### config.mk
export PLATFORM = sky130hd
export DESIGN_NAME = exe_stage_mc
export DESIGN_NICKNAME = d
export VERILOG_FILES = /design/src/rtl/exe_stage_mc_pkg.sv /design/src/rtl/exe_stage_mc_div_iter.sv /design/src/rtl/exe_stage_mc.sv
export SDC_FILE = /design/constraint.sdc
export NUM_CORES = 2
export LEC_CHECK = 0
export CORE_ASPECT_RATIO = 2
export CORE_MARGIN = 5
export CORE_UTILIZATION = 45
export DETAILED_ROUTE_END_ITERATION = 7
export PLACE_DENSITY = 0.68
export SLEW_MARGIN = 20
export SYNTH_ARGS = -nofsm -noshare
export SYNTH_HDL_FRONTEND = slang
export SYNTH_SLANG_ARGS = --single-unit
### constraint.sdc
create_clock -name clk -period 6.2 [get_ports clk]
set_input_delay 1.24 -clock clk [delete_from_list [all_inputs] [get_ports clk]]
set_output_delay 1.24 -clock clk [all_outputs]
set_load 0.02 [all_outputs]
### src/rtl/exe_stage_mc_pkg.sv
// Shared definitions for the multi-cycle execute stage: memory access sizes,
// ALU opcode bit positions, bus field widths and the divider state encoding.
package exe_pkg;

  localparam logic [1:0] MEM_B = 2'd0;
  localparam logic [1:0] MEM_H = 2'd1;
  localparam logic [1:0] MEM_W = 2'd2;

  localparam int ALU_OP_W   = 12;
  localparam int DEST_W     = 5;
  localparam int MEM_SIZE_W = 2;

  // One-hot bit positions inside alu_op
  localparam int OP_ADD  = 0;
  localparam int OP_SUB  = 1;
  localparam int OP_SLT  = 2;
  localparam int OP_SLTU = 3;
  localparam int OP_AND  = 4;
  localparam int OP_NOR  = 5;
  localparam int OP_OR   = 6;
  localparam int OP_XOR  = 7;
  localparam int OP_SLL  = 8;
  localparam int OP_SRL  = 9;
  localparam int OP_SRA  = 10;
  localparam int OP_LUI  = 11;

  typedef enum logic [1:0] {
    IDLE,
    BUSY,
    DONE
  } div_state_e;

endpackage

### src/rtl/exe_stage_mc_div_iter.sv
// Iterative restoring divider: one quotient bit per cycle on operand magnitudes,
// signs and the divide-by-zero result are applied when the result is read.
module div_iter
  import exe_pkg::*;
#(
  parameter int XLEN = 32
) (
  input  logic            clk,
  input  logic            reset,
  input  logic            start_i,
  input  logic            signed_i,
  input  logic [XLEN-1:0] a_i,
  input  logic [XLEN-1:0] b_i,
  input  logic            ack_i,
  output logic            busy_o,
  output logic            done_o,
  output logic [XLEN-1:0] quotient_o,
  output logic [XLEN-1:0] remainder_o
);

  localparam int CW = $clog2(XLEN);
  localparam logic [CW-1:0] LAST = CW'(XLEN - 1);

  div_state_e      state_q;
  logic [CW-1:0]   cnt_q;
  logic [XLEN-1:0] quo_q, rem_q, b_abs_q, a_q;
  logic            neg_q_q, neg_r_q, b_zero_q;

  logic [XLEN-1:0] a_abs, b_abs, rem_d;
  logic [XLEN:0]   trial, diff;
  logic            ge;

  assign a_abs = (signed_i && a_i[XLEN-1]) ? -a_i : a_i;
  assign b_abs = (signed_i && b_i[XLEN-1]) ? -b_i : b_i;

  // quo_q starts as the dividend and shifts quotient bits in from the right
  assign trial = {rem_q, quo_q[XLEN-1]};
  assign diff  = trial - {1'b0, b_abs_q};
  assign ge    = ~diff[XLEN];
  assign rem_d = ge ? diff[XLEN-1:0] : trial[XLEN-1:0];

  always_ff @(posedge clk) begin
    if (reset) begin
      state_q  <= IDLE;
      cnt_q    <= '0;
      quo_q    <= '0;
      rem_q    <= '0;
      b_abs_q  <= '0;
      a_q      <= '0;
      neg_q_q  <= 1'b0;
      neg_r_q  <= 1'b0;
      b_zero_q <= 1'b0;
    end else begin
      case (state_q)
        IDLE: if (start_i) begin
          state_q  <= BUSY;
          cnt_q    <= '0;
          quo_q    <= a_abs;
          rem_q    <= '0;
          b_abs_q  <= b_abs;
          a_q      <= a_i;
          neg_q_q  <= signed_i && (a_i[XLEN-1] ^ b_i[XLEN-1]);
          neg_r_q  <= signed_i && a_i[XLEN-1];
          b_zero_q <= (b_i == '0);
        end
        BUSY: begin
          quo_q <= {quo_q[XLEN-2:0], ge};
          rem_q <= rem_d;
          cnt_q <= cnt_q + CW'(1);
          if (cnt_q == LAST) state_q <= DONE;
        end
        DONE: if (ack_i) state_q <= IDLE;
        default: state_q <= IDLE;
      endcase
    end
  end

  assign busy_o      = (state_q == BUSY);
  assign done_o      = (state_q == DONE);
  assign quotient_o  = b_zero_q ? '1  : (neg_q_q ? -quo_q : quo_q);
  assign remainder_o = b_zero_q ? a_q : (neg_r_q ? -rem_q : rem_q);

endmodule

### src/rtl/exe_stage_mc.sv
// Execute stage with iterative divider, aligned stores and req/addr_ok SRAM handshake.
// Define EXE_FWD_EN to add the es_fwd_bus bypass output towards ID.
module exe_stage_mc
  import exe_pkg::*;
#(
  parameter int XLEN     = 32,
  parameter int DS_BUS_W = 4*XLEN + 28,
  parameter int MS_BUS_W = 2*XLEN + 13
) (
  input  logic                clk,
  input  logic                reset,
`ifdef EXE_FWD_EN
  output logic [XLEN+6:0]     es_fwd_bus,
`endif
  input  logic                ms_allowin,
  output logic                es_allowin,
  input  logic                ds_to_es_valid,
  input  logic [DS_BUS_W-1:0] ds_to_es_bus,
  output logic                es_to_ms_valid,
  output logic [MS_BUS_W-1:0] es_to_ms_bus,
  output logic                data_sram_req,
  output logic                data_sram_wr,
  output logic [3:0]          data_sram_wstrb,
  output logic [XLEN-1:0]     data_sram_addr,
  output logic [XLEN-1:0]     data_sram_wdata,
  input  logic                data_sram_addr_ok
);

  localparam int SHW = $clog2(XLEN);

  logic                es_valid_q, es_valid_d;
  logic [DS_BUS_W-1:0] ds_bus_q, ds_bus_d;
  logic                req_done_q, req_done_d;

  logic [ALU_OP_W-1:0]   alu_op;
  logic                  src1_is_pc, src2_is_imm;
  logic [XLEN-1:0]       pc, rj_value, imm, rkd_value;
  logic                  gr_we, res_from_mem, mem_we, mem_unsigned;
  logic [DEST_W-1:0]     dest;
  logic [MEM_SIZE_W-1:0] mem_size;
  logic                  is_div, div_signed, div_mod;

  assign {alu_op, src1_is_pc, pc, rj_value, src2_is_imm, imm, rkd_value, gr_we, dest,
          res_from_mem, mem_we, mem_size, mem_unsigned, is_div, div_signed, div_mod} = ds_bus_q;

  logic [XLEN-1:0] src1, src2, alu_result, es_result;
  logic [SHW-1:0]  shamt;
  logic            mem_access, ale, mem_ready, es_ready_go, es_leave;
  logic            div_start, div_busy, div_done;
  logic [XLEN-1:0] div_quo, div_rem;

  // Same one-hot ALU as the previous pipeline generation
  always_comb begin
    src1       = src1_is_pc  ? pc  : rj_value;
    src2       = src2_is_imm ? imm : rkd_value;
    shamt      = src2[SHW-1:0];
    alu_result = '0;
    if (alu_op[OP_ADD])  alu_result |= src1 + src2;
    if (alu_op[OP_SUB])  alu_result |= src1 - src2;
    if (alu_op[OP_SLT])  alu_result |= {{(XLEN-1){1'b0}}, $signed(src1) < $signed(src2)};
    if (alu_op[OP_SLTU]) alu_result |= {{(XLEN-1){1'b0}}, src1 < src2};
    if (alu_op[OP_AND])  alu_result |= src1 & src2;
    if (alu_op[OP_NOR])  alu_result |= ~(src1 | src2);
    if (alu_op[OP_OR])   alu_result |= src1 | src2;
    if (alu_op[OP_XOR])  alu_result |= src1 ^ src2;
    if (alu_op[OP_SLL])  alu_result |= src1 << shamt;
    if (alu_op[OP_SRL])  alu_result |= src1 >> shamt;
    if (alu_op[OP_SRA])  alu_result |= $unsigned($signed(src1) >>> shamt);
    if (alu_op[OP_LUI])  alu_result |= src2;
  end

  assign mem_access = res_from_mem || mem_we;
  assign ale = mem_access && (((mem_size == MEM_H) && alu_result[0]) ||
                              ((mem_size == MEM_W) && (alu_result[1:0] != 2'b00)));

  always_comb begin
    data_sram_wstrb = 4'b0000;
    data_sram_wdata = rkd_value;
    case (mem_size)
      MEM_B: begin
        data_sram_wstrb = 4'b0001 << alu_result[1:0];
        data_sram_wdata = {(XLEN/8){rkd_value[7:0]}};
      end
      MEM_H: begin
        data_sram_wstrb = 4'b0011 << alu_result[1:0];
        data_sram_wdata = {(XLEN/16){rkd_value[15:0]}};
      end
      default: data_sram_wstrb = 4'b1111;
    endcase
    if (!mem_we) data_sram_wstrb = 4'b0000;
  end

  assign data_sram_req  = es_valid_q && mem_access && !ale && !req_done_q && ms_allowin;
  assign data_sram_wr   = mem_we;
  assign data_sram_addr = alu_result;
  assign mem_ready      = ale || req_done_q || (data_sram_req && data_sram_addr_ok);

  assign div_start = es_valid_q && is_div && !div_done && !div_busy;

  div_iter #(.XLEN(XLEN)) u_div_iter (
    .clk         (clk),
    .reset       (reset),
    .start_i     (div_start),
    .signed_i    (div_signed),
    .a_i         (rj_value),
    .b_i         (rkd_value),
    .ack_i       (es_leave),
    .busy_o      (div_busy),
    .done_o      (div_done),
    .quotient_o  (div_quo),
    .remainder_o (div_rem)
  );

  assign es_ready_go    = is_div ? div_done : (mem_access ? mem_ready : 1'b1);
  assign es_allowin     = !es_valid_q || (es_ready_go && ms_allowin);
  assign es_to_ms_valid = es_valid_q && es_ready_go;
  assign es_leave       = es_to_ms_valid && ms_allowin;
  assign es_result      = is_div ? (div_mod ? div_rem : div_quo) : alu_result;

  assign es_to_ms_bus = {ale, mem_size, mem_unsigned, alu_result[1:0], res_from_mem,
                         gr_we, dest, es_result, pc};

`ifdef EXE_FWD_EN
  assign es_fwd_bus = {es_valid_q && gr_we, es_ready_go && !res_from_mem, dest, es_result};
`endif

  // An accepted request is remembered so it is not reissued while MEM stalls us
  always_comb begin
    es_valid_d = es_allowin ? ds_to_es_valid : es_valid_q;
    ds_bus_d   = (ds_to_es_valid && es_allowin) ? ds_to_es_bus : ds_bus_q;
    req_done_d = req_done_q;
    if (es_leave)                                 req_done_d = 1'b0;
    else if (data_sram_req && data_sram_addr_ok)  req_done_d = 1'b1;
  end

  always_ff @(posedge clk) begin
    if (reset) begin
      es_valid_q <= 1'b0;
      ds_bus_q   <= '0;
      req_done_q <= 1'b0;
    end else begin
      es_valid_q <= es_valid_d;
      ds_bus_q   <= ds_bus_d;
      req_done_q <= req_done_d;
    end
  end

endmodule

==> impl_metrics.ini <==
[layout]
stdcell_area_um2 = 33000
fin_util = 0.560
final_cell_mix = 675 x nand2_1, 346 x mux2i_1, 290 x dfxtp_1
nNetsFinal = 4226
n_fill_cell = 5801
layout-drive-gt1-share = 0.131
area_delta_synth_final_pct = 23.7
layout_commonest_cell = nand2_1

[worst_setup_path]
r2r-start = ds_bus_q[143]$_SDFFE_PP0P_
path_max_fanout = 13
cpLargestDelayFamily = compound AO/OA/AOI/OAI gates
required_ns = 4.96
crit_type = reg2out
cpMostUsedCell = buf_4
rrSetupSlack_ns = 1.17
crit_buf_inv = 6
r2r_end = ds_bus_q[143]$_SDFFE_PP0P_
cp-end-kind = primary output
worstPathArrival_ns = 4.91
rr_worst_depth = 20
slowest_stage = dfxtp_4
max_stage_delay_ns = 0.41
cp-start-kind = flop
path_cells = buf_12, mux2i_2, buf_4, inv_1, ha_1, buf_4, a21oi_2, o211ai_1, a31o_2, o211a_1, o41ai_2, buf_4, nor2b_2, nor3_2, mux2_2, a221o_1, a21o_1, dlygate4sd2_1

[route]
wire_per_inst_um = 29.0
wirelength_mm = 137
drt-vias-per-instance = 6.24
ant_nets = 0
first_pass_iters = 6
drtIter0Drc = 2647
vias = 29500
drc = 0

[logic_synthesis]
syn-num-nets = 3918
yosysWarnings = 0
synth-async-reset-ratio = 0
synth-seq-cells = 296
synth_flop_cell = dfxtp_1
synthCells = 3619
synth-edff-count = 0
ys_seq_area_frac = 0.222
syn_area_per_cell_um2 = 7.38
synth.distinct_cells = 84
synth_area_um2 = 26700

[sta]
relSlewSlack = 0.252
whs_ns = 0.458
fin_crit_ns = 6.15
setup_violations = 0
fin_skew_ns = 0.0303
rsz0062_at_grt = true
period_share = 0.992
hold_violations = 0
worst_pin_slew_ns = 1.11
drv_slew = 0
fmax_mhz = 163

[grt]
grtUsageTotal = 0.403
grt.met2_usage = 0.710
use_met1 = 0.381
grtUsageMet3 = 0.0730
grt_max_degree = 110
grt_pass1_wl_mm = 194
grt-busiest-layer = met2
antenna_found_initial = 10
grt_pass1_vias = 29200
grt_overflow = 0

[floorplanning]
die-area_um2 = 64600
die_y_um = 355
rows = 126
core_area_um2 = 59000
initial_utilization = 0.453
pin_count = 310
die_x_um = 182

[hold_path]
holdPathStages = 2
min-delay-start = u_div_iter.a_q[27]$_SDFFE_PP0P_
holdPathEnd = u_div_iter.a_q[27]$_SDFFE_PP0P_
hp-class = reg2reg

[outcome]
outcome = finished, final reports clean

[power_and_ir_drop]
power.density_nw_per_um2 = 252
peakVddDrop_uv = 222
p_total_uw = 8340
p_leak_uw = 0.0139

[flow_run]
max_cap_viol_count = 0

[placement]
post-dp-hpwl_mm = 106
place_area_um2 = 31400
place_congestion = 1.11
port_buffers = 309

[clock_tree]
cts-root-buf = clkbuf_16
cts_sinks = 296
tritoncts = done
clk-insertion-delay-late_ns = 0.62
clockBufferDepth = 3
cts-htree-levels = 1
clk_pin_slew_worst_paths_ns = 0.07
cts_made_buffers = 29
worst register-to-register path: cells and delay by family, from the launching register on:
| kind | cells | cell delay, ns |
|---|---|---|
| compound gates | 7 | 1.68 |
| buf+inv | 8 | 1.56 |
| mux | 2 | 0.74 |
| flops | 1 | 0.41 |
| simple gates | 2 | 0.32 |
| fa+ha+maj | 1 | 0.23 |
repair_timing:
item,CTS,global route
setup endpoints to repair,47,48
resized for setup,66,71
setup buffers,3,12
cloned,4,0
pin swaps,3,11
hold buffers,0,0
state kept, by name (all words and copies together) (netlist names):
| signal | cells |
|---|---|
| ds_bus_q | 156 |
| es_valid_q | 1 |
| req_done_q | 1 |
| u_div_iter.a_q | 32 |
| u_div_iter.b_abs_q | 32 |
| u_div_iter.b_zero_q | 1 |
| u_div_iter.cnt_q | 5 |
| u_div_iter.neg_q_q | 1 |
| u_div_iter.neg_r_q | 1 |
| u_div_iter.quo_q | 32 |
| u_div_iter.rem_q | 32 |
| u_div_iter.state_q | 2 |
routing by layer:
metal / share of wire / up-vias / routed length, µm
met3: 0.064 / 657 / 8730
met4: 0.13 / 0 / 17700
met2: 0.49 / 1485 / 67200
met5: 0 / - / 0
met1: 0.32 / 14100 / 43700
li1: - / 13300 / -
cell families (layout without fill, tap and decap cells):
logic type      after synthesis  in the layout  share of synthesized area
compound gates              926            926                      0.224
xor+xnor                    191            191                     0.0629
fa+ha+maj                   138            138                     0.0655
buf+inv                     489            820                     0.0814
flops                       296            296                      0.222
mux                         410            410                      0.156
other cells                   0             11                          0
simple gates               1169           1169                      0.188
cells in the mapped netlist, types with 10 or more instances:
cell	number	area (µm²)
nand2_1	677	2540
mux2i_1	354	3540
dfxtp_1	296	5930
a21oi_1	264	1320
nor2_1	234	878
o21ai_0	209	1050
clkbuf_1	206	773
inv_1	157	589
ha_1	135	1690
xnor2_1	124	1090
xor2_1	66	578
a22oi_1	65	488
buf_4	57	428
mux2_2	54	608
a221oi_1	51	447
a211oi_1	48	360
a21o_1	48	360
nand3_1	44	220
nor3_1	35	175
o31ai_1	31	233
buf_1	30	113
a31oi_1	27	169
nand2b_1	25	156
or3_1	24	150
nor4_1	20	125
o211ai_1	19	143
o41ai_1	18	158
nand4_1	17	106
o21a_1	17	128
o221ai_1	17	149
and3_1	15	93.8
buf_2	15	75.1
o2111ai_1	15	131
or4_1	15	113
buf_6	14	158
nor2b_1	14	87.6
and2_1	13	81.3
o21bai_1	13	97.6
or2_2	10	62.6
worst max-delay path by stage:
stage | cells after the start | slack [ns] | end | start
final | 18 | 0.05 | es_to_ms_bus[57] | ds_bus_q[143]$_SDFFE_PP0P_
after global placement | 18 | 0.09 | es_to_ms_bus[62] | ds_bus_q[78]$_SDFFE_PP0P_
after CTS | 19 | 0.002 | es_to_ms_bus[54] | ds_bus_q[143]$_SDFFE_PP0P_
after global routing | 19 | -0.14 | es_to_ms_valid | ds_bus_q[78]$_SDFFE_PP0P_
after detailed placement | 19 | 0.05 | es_to_ms_valid | ds_bus_q[78]$_SDFFE_PP0P_
after floorplan | 17 | 0.02 | es_to_ms_bus[60] | ds_bus_q[78]$_SDFFE_PP0P_
final cells by class:
cell class | instances | area [µm²] | share of cell area
well taps | 768 | 961 | 0.0291
multi-input cells | 2834 | 19000 | 0.575
flip-flops and latches | 296 | 5940 | 0.180
inverters | 167 | 638 | 0.0193
repair buffers | 599 | 5450 | 0.165
clock inverters | 18 | 203 | 0.00614
diodes | 11 | 27.5 | 0.000833
clock buffers | 36 | 812 | 0.0246
stage by stage:
step                setup WS [ns]  setup TNS (ns)  cells
floorplan                  0.0231               0   3619
global placement           0.0853               0   4645
detailed placement         0.0479               0   4645
CTS                       0.00151               0   4706
global route               -0.135          -0.624   4727
finish                     0.0493               0   4729
report_power, final:
| group | internal (µW) | total, µW | switching, µW | leakage, µW |
|---|---|---|---|---|
| sequential | 2000 | 2140 | 147 | 0.00242 |
| combinational | 1680 | 4240 | 2560 | 0.0110 |
| clock | 1060 | 1950 | 890 | 0.000502 |
Note: power is estimated with default switching activity, not from simulation.
